===== src/rtl/axis_frame_len_if.sv =====
// AXI4-Stream bundle shared by the frame length policer's input and output.
interface ifc_axis #(
  parameter int DATA_WIDTH = 32,
  parameter int KEEP_WIDTH = (DATA_WIDTH + 7) / 8,
  parameter int ID_WIDTH   = 8,
  parameter int DEST_WIDTH = 8,
  parameter int USER_WIDTH = 1
);
  logic [DATA_WIDTH-1:0] tdata;
  logic [KEEP_WIDTH-1:0] tkeep;
  logic                  tvalid;
  logic                  tready;
  logic                  tlast;
  logic [ID_WIDTH-1:0]   tid;
  logic [DEST_WIDTH-1:0] tdest;
  logic [USER_WIDTH-1:0] tuser;

  modport master (
    output tdata, tkeep, tvalid, tlast, tid, tdest, tuser,
    input  tready
  );

  modport slave (
    input  tdata, tkeep, tvalid, tlast, tid, tdest, tuser,
    output tready
  );
endinterface


===== src/rtl/axis_frame_len.sv =====
// Per-frame byte-length policer for AXI4-Stream.
// Counts bytes from tkeep, truncates frames exceeding max_len (cut beat gets
// tlast and tuser[0]), drops the remainder, and strobes each forwarded frame's
// length. Single output register stage.
// Optional macro AXIS_FRAME_LEN_STATS_EN enables stat_frames/stat_trunc counters.
module axis_frame_len #(
  parameter int DATA_WIDTH  = 32,
  parameter int KEEP_ENABLE = (DATA_WIDTH > 8),
  parameter int KEEP_WIDTH  = (DATA_WIDTH + 7) / 8,
  parameter int ID_ENABLE   = 0,
  parameter int ID_WIDTH    = 8,
  parameter int DEST_ENABLE = 0,
  parameter int DEST_WIDTH  = 8,
  parameter int USER_ENABLE = 1,
  parameter int USER_WIDTH  = 1,
  parameter int LEN_WIDTH   = 16
) (
  input  logic                 clk,
  input  logic                 rst,
  ifc_axis.slave               s_axis_ifc,
  ifc_axis.master              m_axis_ifc,
  input  logic [LEN_WIDTH-1:0] max_len,
  output logic [LEN_WIDTH-1:0] frame_len,
  output logic                 frame_len_valid,
  output logic                 frame_trunc,
  output logic [31:0]          stat_frames,
  output logic [31:0]          stat_trunc
);

  typedef enum logic {S_PASS, S_DROP} state_t;

  state_t                state_q, state_d;
  logic [LEN_WIDTH-1:0]  cnt_q, cnt_d;
  logic [LEN_WIDTH-1:0]  lim_q, lim_d;
  logic                  first_q, first_d;

  logic                  m_tvalid_q;
  logic [DATA_WIDTH-1:0] m_tdata_q;
  logic [KEEP_WIDTH-1:0] m_tkeep_q;
  logic                  m_tlast_q;
  logic [ID_WIDTH-1:0]   m_tid_q;
  logic [DEST_WIDTH-1:0] m_tdest_q;
  logic [USER_WIDTH-1:0] m_tuser_q;

  logic [LEN_WIDTH-1:0]  frame_len_q;
  logic                  frame_len_valid_q;
  logic                  frame_trunc_q;

  logic [KEEP_WIDTH-1:0] in_keep;
  logic [LEN_WIDTH:0]    beat_bytes;
  logic [LEN_WIDTH-1:0]  lim;
  logic [LEN_WIDTH:0]    sum;
  logic [LEN_WIDTH-1:0]  sat_sum;
  logic [31:0]           rem;
  logic                  lim_hit;

  logic                  s_ready;
  logic                  accept;
  logic                  load;
  logic [KEEP_WIDTH-1:0] out_keep;
  logic                  out_last;
  logic [USER_WIDTH-1:0] out_user;
  logic [LEN_WIDTH-1:0]  out_len;
  logic                  out_trunc;

  // Beat byte count and limit comparison against the running count.
  always_comb begin
    in_keep    = (KEEP_ENABLE != 0) ? s_axis_ifc.tkeep : '1;
    beat_bytes = '0;
    for (int unsigned i = 0; i < KEEP_WIDTH; i++) begin
      beat_bytes = beat_bytes + (LEN_WIDTH+1)'(in_keep[i]);
    end
    // The limit is latched on the first beat; use max_len directly on that beat.
    lim     = first_q ? max_len : lim_q;
    sum     = {1'b0, cnt_q} + beat_bytes;
    sat_sum = sum[LEN_WIDTH] ? '1 : sum[LEN_WIDTH-1:0];
    lim_hit = (lim != '0) && (sum >= {1'b0, lim});
    rem     = 32'({1'b0, lim} - {1'b0, cnt_q});
  end

  // Next-state, handshake and output-beat shaping.
  always_comb begin
    state_d   = state_q;
    cnt_d     = cnt_q;
    lim_d     = lim_q;
    first_d   = first_q;
    load      = 1'b0;
    s_ready   = (state_q == S_PASS) ? (m_axis_ifc.tready | ~m_tvalid_q) : 1'b1;
    accept    = s_axis_ifc.tvalid & s_ready;
    out_keep  = in_keep;
    out_last  = s_axis_ifc.tlast;
    out_user  = (USER_ENABLE != 0) ? s_axis_ifc.tuser : '0;
    out_len   = sat_sum;
    out_trunc = 1'b0;

    case (state_q)
      S_PASS: begin
        if (accept) begin
          load    = 1'b1;
          first_d = 1'b0;
          if (first_q) lim_d = max_len;
          if (lim_hit && !s_axis_ifc.tlast) begin
            // Cut beat: keep only the bytes still inside the limit.
            for (int unsigned i = 0; i < KEEP_WIDTH; i++) begin
              if (i >= rem) out_keep[i] = 1'b0;
            end
            out_last  = 1'b1;
            if (USER_ENABLE != 0) out_user[0] = 1'b1;
            out_len   = lim;
            out_trunc = 1'b1;
            cnt_d     = '0;
            state_d   = S_DROP;
          end else if (s_axis_ifc.tlast) begin
            cnt_d   = '0;
            first_d = 1'b1;
          end else begin
            cnt_d = sat_sum;
          end
        end
      end
      S_DROP: begin
        if (accept && s_axis_ifc.tlast) begin
          state_d = S_PASS;
          cnt_d   = '0;
          first_d = 1'b1;
        end
      end
      default: state_d = S_PASS;
    endcase
  end

  // Frame tracking state.
  always_ff @(posedge clk or negedge rst) begin
    if (!rst) begin
      state_q <= S_PASS;
      cnt_q   <= '0;
      lim_q   <= '0;
      first_q <= 1'b1;
    end else begin
      state_q <= state_d;
      cnt_q   <= cnt_d;
      lim_q   <= lim_d;
      first_q <= first_d;
    end
  end

  // Output register stage and per-frame status strobe.
  always_ff @(posedge clk or negedge rst) begin
    if (!rst) begin
      m_tvalid_q        <= 1'b0;
      m_tdata_q         <= '0;
      m_tkeep_q         <= '0;
      m_tlast_q         <= 1'b0;
      m_tid_q           <= '0;
      m_tdest_q         <= '0;
      m_tuser_q         <= '0;
      frame_len_q       <= '0;
      frame_len_valid_q <= 1'b0;
      frame_trunc_q     <= 1'b0;
    end else begin
      frame_len_valid_q <= load & out_last;
      if (load) begin
        m_tvalid_q <= 1'b1;
        m_tdata_q  <= s_axis_ifc.tdata;
        m_tkeep_q  <= (KEEP_ENABLE != 0) ? out_keep : '1;
        m_tlast_q  <= out_last;
        m_tid_q    <= (ID_ENABLE != 0) ? s_axis_ifc.tid : '0;
        m_tdest_q  <= (DEST_ENABLE != 0) ? s_axis_ifc.tdest : '0;
        m_tuser_q  <= out_user;
        if (out_last) begin
          frame_len_q   <= out_len;
          frame_trunc_q <= out_trunc;
        end
      end else if (m_axis_ifc.tready) begin
        m_tvalid_q <= 1'b0;
      end
    end
  end

  assign s_axis_ifc.tready = s_ready;
  assign m_axis_ifc.tvalid = m_tvalid_q;
  assign m_axis_ifc.tdata  = m_tdata_q;
  assign m_axis_ifc.tkeep  = m_tkeep_q;
  assign m_axis_ifc.tlast  = m_tlast_q;
  assign m_axis_ifc.tid    = m_tid_q;
  assign m_axis_ifc.tdest  = m_tdest_q;
  assign m_axis_ifc.tuser  = m_tuser_q;

  assign frame_len       = frame_len_q;
  assign frame_len_valid = frame_len_valid_q;
  assign frame_trunc     = frame_trunc_q;

`ifdef AXIS_FRAME_LEN_STATS_EN
  logic [31:0] stat_frames_q;
  logic [31:0] stat_trunc_q;

  // Free-running frame and truncation counters, wrapping modulo 2^32.
  always_ff @(posedge clk or negedge rst) begin
    if (!rst) begin
      stat_frames_q <= '0;
      stat_trunc_q  <= '0;
    end else if (frame_len_valid_q) begin
      stat_frames_q <= stat_frames_q + 32'd1;
      if (frame_trunc_q) stat_trunc_q <= stat_trunc_q + 32'd1;
    end
  end

  assign stat_frames = stat_frames_q;
  assign stat_trunc  = stat_trunc_q;
`else
  assign stat_frames = '0;
  assign stat_trunc  = '0;
`endif

endmodule


===== src/flat_wrapper.sv =====
// flat-port wrapper written by rule: the top's interface ports become plain ports
module axis_frame_len_flat 
#(
  parameter int DATA_WIDTH  = 32,
  parameter int KEEP_ENABLE = (DATA_WIDTH > 8),
  parameter int KEEP_WIDTH  = (DATA_WIDTH + 7) / 8,
  parameter int ID_ENABLE   = 0,
  parameter int ID_WIDTH    = 8,
  parameter int DEST_ENABLE = 0,
  parameter int DEST_WIDTH  = 8,
  parameter int USER_ENABLE = 1,
  parameter int USER_WIDTH  = 1,
  parameter int LEN_WIDTH   = 16
)
  (clk, rst, max_len, frame_len, frame_len_valid, frame_trunc, stat_frames, stat_trunc, s_axis_ifc_tdata, s_axis_ifc_tkeep, s_axis_ifc_tvalid, s_axis_ifc_tlast, s_axis_ifc_tid, s_axis_ifc_tdest, s_axis_ifc_tuser, s_axis_ifc_tready, m_axis_ifc_tdata, m_axis_ifc_tkeep, m_axis_ifc_tvalid, m_axis_ifc_tlast, m_axis_ifc_tid, m_axis_ifc_tdest, m_axis_ifc_tuser, m_axis_ifc_tready);
  ifc_axis #(.DATA_WIDTH(DATA_WIDTH), .KEEP_WIDTH(KEEP_WIDTH), .ID_WIDTH(ID_WIDTH), .DEST_WIDTH(DEST_WIDTH), .USER_WIDTH(USER_WIDTH)) s_axis_ifc_i ();
  ifc_axis #(.DATA_WIDTH(DATA_WIDTH), .KEEP_WIDTH(KEEP_WIDTH), .ID_WIDTH(ID_WIDTH), .DEST_WIDTH(DEST_WIDTH), .USER_WIDTH(USER_WIDTH)) m_axis_ifc_i ();
  input  logic clk;
  input  logic rst;
  input  logic [LEN_WIDTH-1:0] max_len;
  output logic [LEN_WIDTH-1:0] frame_len;
  output logic frame_len_valid;
  output logic frame_trunc;
  output logic [31:0] stat_frames;
  output logic [31:0] stat_trunc;
  input wire logic [$bits(s_axis_ifc_i.tdata)-1:0] s_axis_ifc_tdata;
  input wire logic [$bits(s_axis_ifc_i.tkeep)-1:0] s_axis_ifc_tkeep;
  input wire logic [$bits(s_axis_ifc_i.tvalid)-1:0] s_axis_ifc_tvalid;
  input wire logic [$bits(s_axis_ifc_i.tlast)-1:0] s_axis_ifc_tlast;
  input wire logic [$bits(s_axis_ifc_i.tid)-1:0] s_axis_ifc_tid;
  input wire logic [$bits(s_axis_ifc_i.tdest)-1:0] s_axis_ifc_tdest;
  input wire logic [$bits(s_axis_ifc_i.tuser)-1:0] s_axis_ifc_tuser;
  output wire logic [$bits(s_axis_ifc_i.tready)-1:0] s_axis_ifc_tready;
  output wire logic [$bits(m_axis_ifc_i.tdata)-1:0] m_axis_ifc_tdata;
  output wire logic [$bits(m_axis_ifc_i.tkeep)-1:0] m_axis_ifc_tkeep;
  output wire logic [$bits(m_axis_ifc_i.tvalid)-1:0] m_axis_ifc_tvalid;
  output wire logic [$bits(m_axis_ifc_i.tlast)-1:0] m_axis_ifc_tlast;
  output wire logic [$bits(m_axis_ifc_i.tid)-1:0] m_axis_ifc_tid;
  output wire logic [$bits(m_axis_ifc_i.tdest)-1:0] m_axis_ifc_tdest;
  output wire logic [$bits(m_axis_ifc_i.tuser)-1:0] m_axis_ifc_tuser;
  input wire logic [$bits(m_axis_ifc_i.tready)-1:0] m_axis_ifc_tready;
  assign s_axis_ifc_i.tdata = s_axis_ifc_tdata;
  assign s_axis_ifc_i.tkeep = s_axis_ifc_tkeep;
  assign s_axis_ifc_i.tvalid = s_axis_ifc_tvalid;
  assign s_axis_ifc_i.tlast = s_axis_ifc_tlast;
  assign s_axis_ifc_i.tid = s_axis_ifc_tid;
  assign s_axis_ifc_i.tdest = s_axis_ifc_tdest;
  assign s_axis_ifc_i.tuser = s_axis_ifc_tuser;
  assign s_axis_ifc_tready = s_axis_ifc_i.tready;
  assign m_axis_ifc_tdata = m_axis_ifc_i.tdata;
  assign m_axis_ifc_tkeep = m_axis_ifc_i.tkeep;
  assign m_axis_ifc_tvalid = m_axis_ifc_i.tvalid;
  assign m_axis_ifc_tlast = m_axis_ifc_i.tlast;
  assign m_axis_ifc_tid = m_axis_ifc_i.tid;
  assign m_axis_ifc_tdest = m_axis_ifc_i.tdest;
  assign m_axis_ifc_tuser = m_axis_ifc_i.tuser;
  assign m_axis_ifc_i.tready = m_axis_ifc_tready;
  axis_frame_len #(.DATA_WIDTH(DATA_WIDTH), .KEEP_ENABLE(KEEP_ENABLE), .KEEP_WIDTH(KEEP_WIDTH), .ID_ENABLE(ID_ENABLE), .ID_WIDTH(ID_WIDTH), .DEST_ENABLE(DEST_ENABLE), .DEST_WIDTH(DEST_WIDTH), .USER_ENABLE(USER_ENABLE), .USER_WIDTH(USER_WIDTH), .LEN_WIDTH(LEN_WIDTH)) u_core (.clk(clk), .rst(rst), .s_axis_ifc(s_axis_ifc_i), .m_axis_ifc(m_axis_ifc_i), .max_len(max_len), .frame_len(frame_len), .frame_len_valid(frame_len_valid), .frame_trunc(frame_trunc), .stat_frames(stat_frames), .stat_trunc(stat_trunc));
endmodule

===== config.mk =====
export PLATFORM = sky130hd
export DESIGN_NAME = axis_frame_len_flat
export DESIGN_NICKNAME = d
export VERILOG_FILES = /design/src/rtl/axis_frame_len_if.sv /design/src/rtl/axis_frame_len.sv /design/src/flat_wrapper.sv
export SDC_FILE = /design/constraint.sdc
export NUM_CORES = 1
export LEC_CHECK = 0
export CAP_MARGIN = 10
export CORE_MARGIN = 1.5
export CORE_UTILIZATION = 43
export DETAILED_ROUTE_END_ITERATION = 12
export PLACE_DENSITY = 0.79
export SYNTH_ARGS = -nofsm -noshare
export SYNTH_HDL_FRONTEND = slang
export SYNTH_SLANG_ARGS = --single-unit

===== constraint.sdc =====
create_clock -name clk -period 4.5 [get_ports clk]
set_input_delay 0.45 -clock clk [delete_from_list [all_inputs] [get_ports clk]]
set_output_delay 0.45 -clock clk [all_outputs]
set_load 0.02 [all_outputs]

* Word-level counts from Yosys, hierarchy flattened
Cells that the tools add are included.
** Operators by class
- Reduce and logical (&&, ||, !) cells :: 9
- Order comparisons :: 5
- Bitwise operators :: 5
- Muxes and demuxes :: 38
- $add $sub $neg :: 5
- Eq/ne operators :: 2
** Operators with widths (number)
- 16-bit 2-to-1 mux :: 9
- 1-bit by 32-bit greater-or-equal comparator with 1-bit output, first input constant :: 2
- 2-bit by 32-bit greater-or-equal comparator with 1-bit output, first input constant :: 2
- 17-bit by 1-bit adder with 17-bit output :: 2
- 16-bit case mux with 2 select lines :: 1
- 1-bit 2-to-1 mux :: 23
- 16-bit by 17-bit adder with 17-bit output :: 1
- 17-bit by 16-bit greater-or-equal comparator with 1-bit output :: 1
- 16-bit by 16-bit subtractor with 17-bit output :: 1
- 16-bit nonzero test :: 1
- 4-bit 2-to-1 mux :: 3
- 2-bit AND reduction :: 3
- 1-bit case mux with 2 select lines :: 2
- 1-bit logical AND :: 3
- 1-bit by 1-bit adder with 2-bit output :: 1
- 1-bit AND :: 2
- 2-bit by 1-bit != test with 1-bit output, second input constant :: 1
- 2-bit != test, second input constant :: 1
- 1-bit inverter :: 2
- 2-bit nonzero test :: 1
- 1-bit logical NOT :: 1
- 1-bit bitwise OR :: 1
** Storage, ports and cells
- Bits of input ports :: 74
- Flip-flop bits (word level) :: 91
- Word-level logic and storage cells :: 76

* Longest topological paths before layout
Gate-level depths: netlist (run 1).
- Word-level depth :: 11
- Gate-level depth with buffers :: 22
- Mapped depth without buffers :: 21

* Worst setup path before layout (run 1)
OpenSTA, ideal clock, no wires.
- Path kind :: input port to flip-flop
- Start point :: in s_axis_ifc_tkeep[0]
- End point :: reg u_core.frame_len_q[0] (netlist: u_core.frame_len[0])
- Stages :: 19
- Buffers on the path :: 1
- Required time :: 4375 ps
- Data arrival time :: 4453 ps
- Path slack :: -78 ps
- Setup time :: 125 ps
- Cell sequence :: ha_1 > inv_1 > fa_1 > inv_1 > ha_1 > a21o_1 > a21oi_1 > nor4_1 > nand2_1 > xnor2_1 > ha_1 > a21boi_0 > o211ai_1 > a221o_1 > a211o_1 > nand2_1 > clkbuf_1 > a21oi_1 > mux2_2
** On the way
- Longest elaborated chain between the ends :: 11
- Elaborated cells on any way between the ends :: 15
- Classes of those cells :: add/sub: 4; order compare: 1; mux: 7; reduce/logical: 3
** RTL lines
- start, declared :: line flat_wrapper.sv:27 : input wire logic [$bits(s_axis_ifc_i.tkeep)-1:0] s_axis_ifc_tkeep;
- 1-bit by 1-bit adder with 2-bit output * :: line axis_frame_len.sv:71 : beat_bytes = beat_bytes + (LEN_WIDTH+1)'(in_keep[i]);
- 17-bit by 1-bit adder with 17-bit output * (2 in series) :: line axis_frame_len.sv:71
- 16-bit by 17-bit adder with 17-bit output * :: line axis_frame_len.sv:75 : sum = {1'b0, cnt_q} + beat_bytes;
- 17-bit by 16-bit greater-or-equal comparator with 1-bit output :: line axis_frame_len.sv:77 : lim_hit = (lim != '0) && (sum >= {1'b0, lim});
- 1-bit logical AND :: line axis_frame_len.sv:77
- 1-bit logical AND :: line axis_frame_len.sv:102 : if (lim_hit && !s_axis_ifc.tlast) begin
- 1-bit 2-to-1 mux :: line axis_frame_len.sv:102
- 1-bit 2-to-1 mux :: line axis_frame_len.sv:98 : if (accept) begin
- 1-bit 2-to-1 mux :: line axis_frame_len.sv:96 : case (state_q)
- 2-bit AND reduction (no line)
- end signal, assigned :: line axis_frame_len.sv:171 : frame_len_q <= out_len;
- end, declared :: line axis_frame_len.sv:45 : logic [LEN_WIDTH-1:0] frame_len_q;
Mark *: on every way between the ends. The rest lies on a longest branch, timed or not.
A chain may end at the register's enable or synchronous reset.

* Worst setup path in the final report (run 1)
- Start point :: in s_axis_ifc_tkeep[0]
- End point :: reg u_core.m_tkeep_q[3] (netlist: u_core.m_axis_ifc.tkeep[3])
** On the way
- Longest elaborated chain between the ends :: 10
** RTL lines
- 1-bit by 1-bit adder with 2-bit output :: line axis_frame_len.sv:71
- 17-bit by 1-bit adder with 17-bit output (2 in series) :: line axis_frame_len.sv:71
- 16-bit by 17-bit adder with 17-bit output :: line axis_frame_len.sv:75
- 17-bit by 16-bit greater-or-equal comparator with 1-bit output :: line axis_frame_len.sv:77
- 1-bit logical AND :: line axis_frame_len.sv:77
- 1-bit logical AND :: line axis_frame_len.sv:102
- 4-bit 2-to-1 mux :: line axis_frame_len.sv:102
- 4-bit 2-to-1 mux :: line axis_frame_len.sv:98
- 4-bit 2-to-1 mux :: line axis_frame_len.sv:96
- end signal, assigned :: line axis_frame_len.sv:165 : m_tkeep_q <= (KEEP_ENABLE != 0) ? out_keep : '1;
- end, declared :: line axis_frame_len.sv:39 : logic [KEEP_WIDTH-1:0] m_tkeep_q;
No other way between the ends.

==> flow_summary.yaml, run 1 <==
setup_path:
  arrival_ps: 4540
  r2r_start: "u_core.cnt_q[0]"
  setup.worst_path.class: "input pin to flop"
  cp-start-kind: "input pin"
  cp_max_fo: 4
  crit_start: "s_axis_ifc_tkeep[0]"
  cp-end-kind: "flop"
  critPathRequiredTime_ps: 4740
clock_tree:
  clk_pin_slew_ps: 70
  worstSkewPairLatency_ps: 350
  cts.path.max_buffers: 2
  cts_hold_buf: 0
  cts-root-buf: "clkbuf_16"
  cts.sinks: 91
  cts_buffers: 9
  cts_tree: "yes"
  htree_num_levels: 3
detailed_routing:
  viasPerCell: 5.25
  post_drt_wl_per_cell_um: 15.7
  route.detailed.drc: 0
  drt-pass1-iter-count: 5
  postRouteAntennaNets: 0
  num_vias: 5815
  drt_wl_total_um: 17400
  drt_iter0_markers: 431
floorplan:
  rows: 44
  die_x_um: 125
  core_sq_um: 14500
  die_h_um: 125
  die-area_sq_um: 15700
  num_io_pins: 212
  start_util: 0.442
hold_path:
  hold_path.class: "input pin to asynchronous set/reset pin"
finish:
  multi_input_area_sq_um: 3690
  drive_gt1_frac: 0.135
  final_cell_mix: "145 x nand2_1, 111 x clkdlybuf4s50_1, 90 x dfrtp_1"
  postLayoutCoreUtil: 0.570
  design_area_sq_um: 8290
  layout_commonest_cell: "nand2_1"
  diodes: 0
  seq_area_sq_um: 2280
  nNetsFinal: 1032
  area_delta_synth_final_pct: 29.0
  fill_cells: 1270
sta:
  hold_viol_final: 0
  fin_worst_skew_ps: 7.52
  holdWs_ps: 186
  tightest_slew_ps: 858
  fin_crit_sh: 0.954
  slew_headroom: 0.428
  slew_viol_final: 0
  fin_crit_ps: 4290
  fmax_mhz: 233
  tns_ps: 0
  setup_viol_count_final: 0
yosys:
  synth_async_sr_flop_share: 1.00
  ys.warnings.count: 0
  yosysTopAreaCellShare: 0.351
  yosysSeqAreaShare: 0.355
  syn_inst: 768
  synth.distinct_cells: 68
  yosysTopAreaCell: "dfrtp_1"
  syn-cell-area_sq_um: 6420
  synth_ff_type: "dfrtp_1"
  post_synth.cell_area_avg_sq_um: 8.37
  synth_enable_flop_cells: 0
  ys_seq_elements: 91
  yosys-top-cells-area: "dfrtp_1 35%, buf_4 9.5%, nand2_1 8.6%"
placed_design:
  placed_cell_area_sq_um: 7750
  hpwl_um: 12700
  io_buffers: 115
  gp_congestion: 0.961
power:
  powerDensity_nw_per_um2: 463
  ir_worst_vdd_mv: 0.262
  p_leak_nw: 4.00
  total_power_mw: 3.84
outcome:
  status: "complete, no violations"
global_route:
  grt_max_degree: 66
  grt_use_total: 0.219
  gr-total-overflow: 0
  antenna_found_initial: 0
  grt_pass1_vias: 5446
  grt_pass1_wl_um: 27900
flow_run:
  drv_cap: 0
sequential cells by signal, indices dropped and copies added (netlist names), 4 cells and up:
signal,flops
u_core.frame_len,16
u_core.cnt_q,16
u_core.m_axis_ifc.tdata,32
u_core.lim_q,16
u_core.m_axis_ifc.tkeep,4
cells in the mapped netlist, types with 10 or more instances:
library cell / number
a21oi_1: 39
buf_4: 81
clkbuf_1: 22
dfrtp_1: 90
ha_1: 37
inv_1: 51
mux2_2: 16
mux2i_1: 18
nand2_1: 147
nand3_1: 10
nor2_1: 46
nor3_1: 11
o21ai_0: 44
o21ai_1: 13
xnor2_1: 14
logic make-up (layout without fill, tap and decap cells):
kind of cell | count (synthesis) | after routing | synth area share
muxes | 34 | 34 | 0.0561
and+or+nand+nor | 265 | 265 | 0.186
buffers and inverters | 162 | 238 | 0.142
adders and majority gates | 40 | 40 | 0.0814
other | 1 | 80 | 0.000584
AOI/OAI and AO/OA | 158 | 158 | 0.156
DFF | 91 | 91 | 0.355
xor gates and xnor gates | 17 | 17 | 0.0232
power breakdown:
part	internal [mW]	switching [mW]	total (mW)
sequential	0.972	0.108	1.08
clock	0.402	0.360	0.762
combinational	0.836	1.16	1.99
worst max-delay path, stage by stage:
cell and delay [ps]:
buf_6 100, ha_4 250, inv_2 30, fa_1 440
inv_1 80, ha_2 180, inv_2 40, fa_2 360
nor2b_4 150, o211a_1 190, nand3_2 110, nor3_4 160
xnor2_2 90, ha_1 310, nand2_1 90, o21ai_2 190
a21o_1 150, a211o_1 140, buf_6 120, o211ai_1 170
nor4_4 380, nand4_1 140, a31o_1 200
through the flow:
step	worst slack, ps	instances
after global placement	-728	1082
after CTS	1.37	1107
after detailed placement	-929	1082
after floorplan	69.7	847
final	207	1107
after global routing	-31.7	1107
path summary, 6_finish.rpt:
kind | slack [ps] | cells past startpoint | to
hold reg to reg | 470 | 2 | u_core.m_axis_ifc.tdata[13]
setup reg to reg | 270 | 21 | u_core.m_axis_ifc.tkeep[3]
min in group clk | 340 | 3 | u_core.m_axis_ifc.tkeep[0]
max in group asynchronous | 3420 | 2 | u_core.cnt_q[14]
hold / removal | 190 | 1 | u_core.m_axis_ifc.tdata[18]
setup / recovery | 210 | 23 | u_core.m_axis_ifc.tkeep[3]
per-layer routing:
layer / vias to the layer above / GRT usage / wire, um
li1: 2774 / - / -
met1: 2769 / 0.287 / 7380
met2: 235 / 0.364 / 8460
met3: 37 / 0.0484 / 1090
met4: 0 / 0.0635 / 433
met5: - / 0 / 0
cell type report:
type / count / area share
Clock buffer: 10 / 0.0288
Clock inverter: 6 / 0.00725
Inverter: 52 / 0.0236
Multi-Input combinational cell: 594 / 0.445
Sequential cell: 91 / 0.275
Tap cell: 184 / 0.0278
Timing Repair Buffer: 170 / 0.193
what timing repair did:
| item | 4_1_cts | 5_1_grt |
|---|---|---|
| endpoints found under the setup margin | 41 | 41 |
| cloned | 2 | 0 |
| pin swaps | 11 | 19 |
| gates resized for setup | 28 | 26 |
| endpoints found under the hold margin | 0 | 0 |
| setup buffers | 7 | 1 |
(Power assumes the default switching activity.)
==> run 2, diff against run 1 <==
- PLACE_DENSITY: 0.79 -> not set
- PLACE_DENSITY_LB_ADDON: not set -> 0.25
==> flow_summary.yaml, run 2 (same netlist as run 1, synthesis figures left out) <==
outcome:
  status: "complete, no violations"
clock_tree:
  cts_hold_buf: 0
  worstSkewPairLatency_ps: 350
  cts_buffers: 9
  cts.sinks: 91
  cts-root-buf: "clkbuf_16"
  htree_num_levels: 3
  cts.path.max_buffers: 2
  cts_tree: "yes"
  clk_pin_slew_ps: 70
detailed_routing:
  drt_iter0_markers: 365
  drt-pass1-iter-count: 4
  postRouteAntennaNets: 0
  route.detailed.drc: 0
  num_vias: 5623
  post_drt_wl_per_cell_um: 15.3
  drt_wl_total_um: 16900
  viasPerCell: 5.08
power:
  p_sw_frac: 0.423
  p_switching_mw: 1.61
  internal_power_mw: 2.20
  ir_worst_vdd_mv: 0.212
  p_comb_frac: 0.520
  powerDensity_nw_per_um2: 460
  power_frac_clock: 0.197
  pwr-share-seq: 0.283
  p_leak_nw: 3.94
sta:
  fmax_mhz: 231
  setup_viol_count_final: 0
  fin_crit_ps: 4320
  slew_headroom: 0.552
  rsz0062_at_grt: "false"
  tightest_slew_ps: 669
  setup_ws_ps: 178
  fin_worst_skew_ps: 6.34
  tns_ps: 0
  hold_viol_final: 0
  fin_crit_sh: 0.960
  slew_viol_final: 0
placed_design:
  gp_congestion: 0.881
  pre_cts_ws_ps: -907
  placed_cell_area_sq_um: 7740
  hpwl_um: 12600
  io_buffers: 115
global_route:
  antenna_found_initial: 0
  gr-total-overflow: 0
  grt_max_degree: 58
  grt_pass1_vias: 5288
  grt_pass1_wl_um: 27200
  grt_use_total: 0.214
setup_path:
  cp_max_fo: 5
  r2r_end: "u_core.frame_len[9]"
  ff2ff_setup_slack_ps: 260
  r2r_start: "u_core.cnt_q[0]"
  cp-end-kind: "flop"
  timing.critical_path.to: "u_core.frame_len[9]"
  crit_start: "s_axis_ifc_tkeep[0]"
  setup.worst_path.class: "input pin to flop"
  arrival_ps: 4560
  critPathRequiredTime_ps: 4730
  rr_worst_depth: 20
  cp-start-kind: "input pin"
finish:
  final_cell_mix: "145 x nand2_1, 111 x clkdlybuf4s50_1, 90 x dfrtp_1"
  fill_cells: 1328
  design_area_sq_um: 8280
  nNetsFinal: 1031
  largest_reg_flops: 32
  diodes: 0
  layout_commonest_cell: "nand2_1"
  area_delta_synth_final_pct: 28.9
  drive_gt1_frac: 0.131
flow_run:
  drv_cap: 0
floorplan:
  core_sq_um: 14500
  num_io_pins: 212
  die_h_um: 125
  die-area_sq_um: 15700
  die_x_um: 125
  start_util: 0.442
  rows: 44
hold_path:
  hold_path.class: "input pin to asynchronous set/reset pin"
## run 2: changes by cell type in the layout (fill, tap and decap cells not counted), sizes merged
cell / previous run / this run
dlygate4sd2: 0 / 1
buf: 58 / 57
inv: 53 / 55
dlymetal6s2s: 1 / 0
clkinvlp: 2 / 0
## run 2: worst min path at each step
stage                     startpoint  slack [ps]                    endpoint  depth (start not counted)
after detailed placement         rst         460  u_core.m_axis_ifc.tdata[1]                          1
final                            rst          70  u_core.m_axis_ifc.tdata[0]                          1
after global placement           rst         460  u_core.m_axis_ifc.tdata[0]                          1
after global routing             rst         110  u_core.m_axis_ifc.tdata[3]                          1
after floorplan                  rst         150             u_core.cnt_q[0]                          0
after CTS                        rst          90  u_core.m_axis_ifc.tdata[1]                          1
## run 2: per-layer routing
layer | up-vias | GRT usage | routed length [um]
met2 | 183 | 0.348 | 8000
li1 | 2768 | - | -
met3 | 24 | 0.0308 | 822
met5 | - | 0 | 0
met1 | 2648 | 0.300 | 7780
met4 | 0 | 0.0535 | 282
## run 2: timing repair
item	CTS	global route
setup endpoints to repair	41	41
pin swaps	12	15
setup buffers	5	3
cloned	2	0
gates resized for setup	43	10
## run 2: per-stage QoR
stage / total power, mW / hold slack [ps] / util / std cells
4_1_cts: 3.80 / 88.7 / 0.565 / 1103
6_report: 3.81 / 71.6 / 0.570 / 1106
3_5_place_dp: 2.99 / 462 / 0.533 / 1081
2_1_floorplan: 2.40 / 154 / - / 847
5_1_grt: 4.09 / 107 / 0.570 / 1106
3_3_place_gp: 2.98 / 457 / 0.533 / 1081
## run 2: power by group through the flow
stage	combinational (mW)	clock [mW]	sequential, mW
floorplan	1.23	0	1.17
global placement	1.89	0	1.09
detailed placement	1.90	0	1.09
CTS	1.96	0.764	1.08
global route	2.19	0.802	1.10
finish	1.98	0.751	1.08
## run 2: layout make-up
cell class | instances | area (sq um) | area share
multi-input combinational | 594 | 3690 | 0.445
inverter | 52 | 195 | 0.0236
tap | 184 | 230 | 0.0278
clock inverter | 6 | 57.6 | 0.00695
timing repair buffer | 169 | 1600 | 0.194
clock buffer | 10 | 229 | 0.0277
sequential | 91 | 2280 | 0.275
## run 2: worst max-delay path, stage by stage
cell      delay (ps)
buf_2            130
ha_4             260
inv_1             40
fa_1             440
inv_1             70
ha_2             180
a21o_1           140
a21oi_2           90
nor4_4           330
nand2_1          150
xnor2_2          270
ha_4             260
a21boi_1         150
o211ai_1         130
a221o_1          350
a211o_1          330
buf_6            150
nand2_8           80
buf_6            130
buf_12           100
a21oi_1           60
mux2_2           270
==> variant (config.mk and constraints of run 2) <==
`USER_ENABLE` is set to 1 in 2 places; all go to 0.
--- a/src/rtl/axis_frame_len.sv
+++ b/src/rtl/axis_frame_len.sv
@@ -11,7 +11,7 @@
   parameter int ID_WIDTH    = 8,
   parameter int DEST_ENABLE = 0,
   parameter int DEST_WIDTH  = 8,
-  parameter int USER_ENABLE = 1,
+  parameter int USER_ENABLE = 0,
   parameter int USER_WIDTH  = 1,
   parameter int LEN_WIDTH   = 16
 ) (
--- a/src/flat_wrapper.sv
+++ b/src/flat_wrapper.sv
@@ -8,7 +8,7 @@
   parameter int ID_WIDTH    = 8,
   parameter int DEST_ENABLE = 0,
   parameter int DEST_WIDTH  = 8,
-  parameter int USER_ENABLE = 1,
+  parameter int USER_ENABLE = 0,
   parameter int USER_WIDTH  = 1,
   parameter int LEN_WIDTH   = 16
 )
Function: changed (a bounded check fails within 4 cycles, from zero or initial values and one cycle with rst low).
==> variant against run 2 <==
Critical path depth increased by 3. Worst setup slack worse by 0.052 ns. Cell area down 2.6%. Sequential cell count fell by 1. Clock power increased by 1%. Wire length down 1.6%. Synthesized area decreased by 2.7%. Count of clock-buffer cells in the layout up 2. Hold slack improved by 0.099 ns. Power shrank 13%. Non-clock buffer count grew 4. Largest cell class unchanged. Highest routed layer unchanged.
==> variant: results (changes against run 2) <==
The worst slack at placement came out at -0.5718 ns (was -0.9066 ns). The cell leakage power came out at 3.835 nW (was 3.944 nW). Most used standard cells in the synthesized netlist: 127 x sky130_fd_sc_hd__nand2_1, 89 x sky130_fd_sc_hd__dfrtp_1, 81 x sky130_fd_sc_hd__buf_4 (was 147 x sky130_fd_sc_hd__nand2_1, 90 x sky130_fd_sc_hd__dfrtp_1, 81 x sky130_fd_sc_hd__buf_4). The maximum clock skew at final layout is 0.01013 ns (was 0.006339 ns).

The total iterations of the first detailed-routing run is 5 (was 4). The wire length of the first global-routing pass is 26.65 mm (was 27.25 mm). The flop-to-flop setup slack is 0.21 ns (was 0.26 ns). The count of fill cells added during filler insertion was 1301 (was 1328). The largest fanout on the critical path is 8 (was 5). The core occupancy in the finished layout came out at 57.43% (was 56.97%). The distinct cell type count after synthesis came out at 61 (was 68). The detail-routed net length per standard cell is 15.52 microns (was 15.27 microns). The total number of nets in the final design is 1000 (was 1031).

The largest voltage drop on the vdd net came out at 0.2109 mV (was 0.2123 mV). The count of vias placed by the detailed router is 5287 (was 5623). Run status: finished, final reports clean (unchanged).

The transition time at the pin with the least slew margin came out at 0.8044 ns (was 0.6687 ns). The share of the yosys chip area belonging to registers was 36.05% (was 35.46%). Biggest area contributors in the synthesized netlist: sky130_fd_sc_hd__dfrtp_1 36%, sky130_fd_sc_hd__buf_4 9.7%, sky130_fd_sc_hd__nand2_1 7.6% (was sky130_fd_sc_hd__dfrtp_1 35%, sky130_fd_sc_hd__buf_4 9.5%, sky130_fd_sc_hd__nand2_1 8.6%). The switching share of power is 38.34% (was 42.32%). The routability congestion estimate from global placement is 0.9850 (was 0.8805).

The post-DP HPWL came out at 12.56 mm (about the same). The violation count after the first detailed-route iteration is 349 (was 365). The overall track demand over capacity in global routing is 23.01% (was 21.37%).

The worst flop-to-flop path endpoint is u_core.frame_len[13] (was u_core.frame_len[9]). The post-synthesis instance total is 725 (was 768). The worst hold slack came to 0.1702 ns (was 0.07158 ns).

The instance area at placement is 7582 sq um (was 7742 sq um). The maximum number of pins on one net before global-route repair is 61 (was 58). The cell class contributing the biggest share of worst-path delay was adder cells (was compound AO/OA/AOI/OAI gates).
variant: cell count changes after synthesis, moves of 5 or more:
cell,before,now
sky130_fd_sc_hd__mux2_2,16,8
sky130_fd_sc_hd__o211ai_1,7,2
sky130_fd_sc_hd__mux2_4,0,8
sky130_fd_sc_hd__o21ai_0,44,37
sky130_fd_sc_hd__clkbuf_1,22,15
sky130_fd_sc_hd__o22ai_1,7,0
sky130_fd_sc_hd__a211oi_1,7,2
sky130_fd_sc_hd__o21ai_1,13,5
sky130_fd_sc_hd__nor2_1,46,57
sky130_fd_sc_hd__a21oi_1,39,52
sky130_fd_sc_hd__nand2_1,147,127
variant: power groups by stage:
| stage | Combinational (mW) | Clock [mW] | Sequential [mW] |
|---|---|---|---|
| 3_5_place_dp | 1.48 | 0 | 1.05 |
| 6_report | 1.51 | 0.761 | 1.04 |
| 5_1_grt | 1.66 | 0.815 | 1.06 |
| 2_1_floorplan | 0.885 | 0 | 1.12 |
| 4_1_cts | 1.50 | 0.780 | 1.05 |
| 3_3_place_gp | 1.47 | 0 | 1.05 |
variant: repair_timing:
| action | in CTS | in global routing |
|---|---|---|
| pin swaps | 15 | 5 |
| endpoints found under the setup margin | 25 | 39 |
| gates cloned | 0 | 0 |
| setup buffers | 10 | 0 |
| resized for setup | 28 | 2 |
variant: logic make-up after synthesis:
family / count (synthesis) / synth area share [%]
other cells: 1 / 0.05999
fa+ha+maj: 40 / 8.367
simple gates: 255 / 19.00
buf+inv: 153 / 14.39
xor+xnor: 18 / 2.522
flops: 90 / 36.05
compound gates: 131 / 12.89
mux: 37 / 6.725
variant: how the worst max path moves through the flow:
stage                            to  slack (ns)           startpoint  depth (start not counted)
5_1_grt        u_core.frame_len[13]      0.0002  s_axis_ifc_tkeep[1]                         26
2_1_floorplan  u_core.frame_len[10]        0.07  s_axis_ifc_tkeep[0]                         22
6_report       u_core.frame_len[13]        0.13  s_axis_ifc_tkeep[1]                         25
3_3_place_gp    u_core.frame_len[6]       -0.41  s_axis_ifc_tkeep[0]                         24
4_1_cts        u_core.frame_len[13]        0.02  s_axis_ifc_tkeep[1]                         26
3_5_place_dp    u_core.frame_len[7]       -0.57  s_axis_ifc_tkeep[0]                         24
variant: layout make-up:
type	instances	share of cell area, %
multi-input cells	562	43.03
clock buffers	12	3.057
well taps	180	2.793
flip-flops and latches	90	27.94
inverters	50	2.327
clock inverters	4	0.6517
repair buffers	173	20.20
variant: routing by layer:
metal	up-vias	part of all wire [%]	global-route usage, %
met5	-	0	0
met1	2476	44	29.97
met2	183	46	36.28
met4	0	3.0	9.411
met3	28	7.1	6.273
li1	2600	-	-
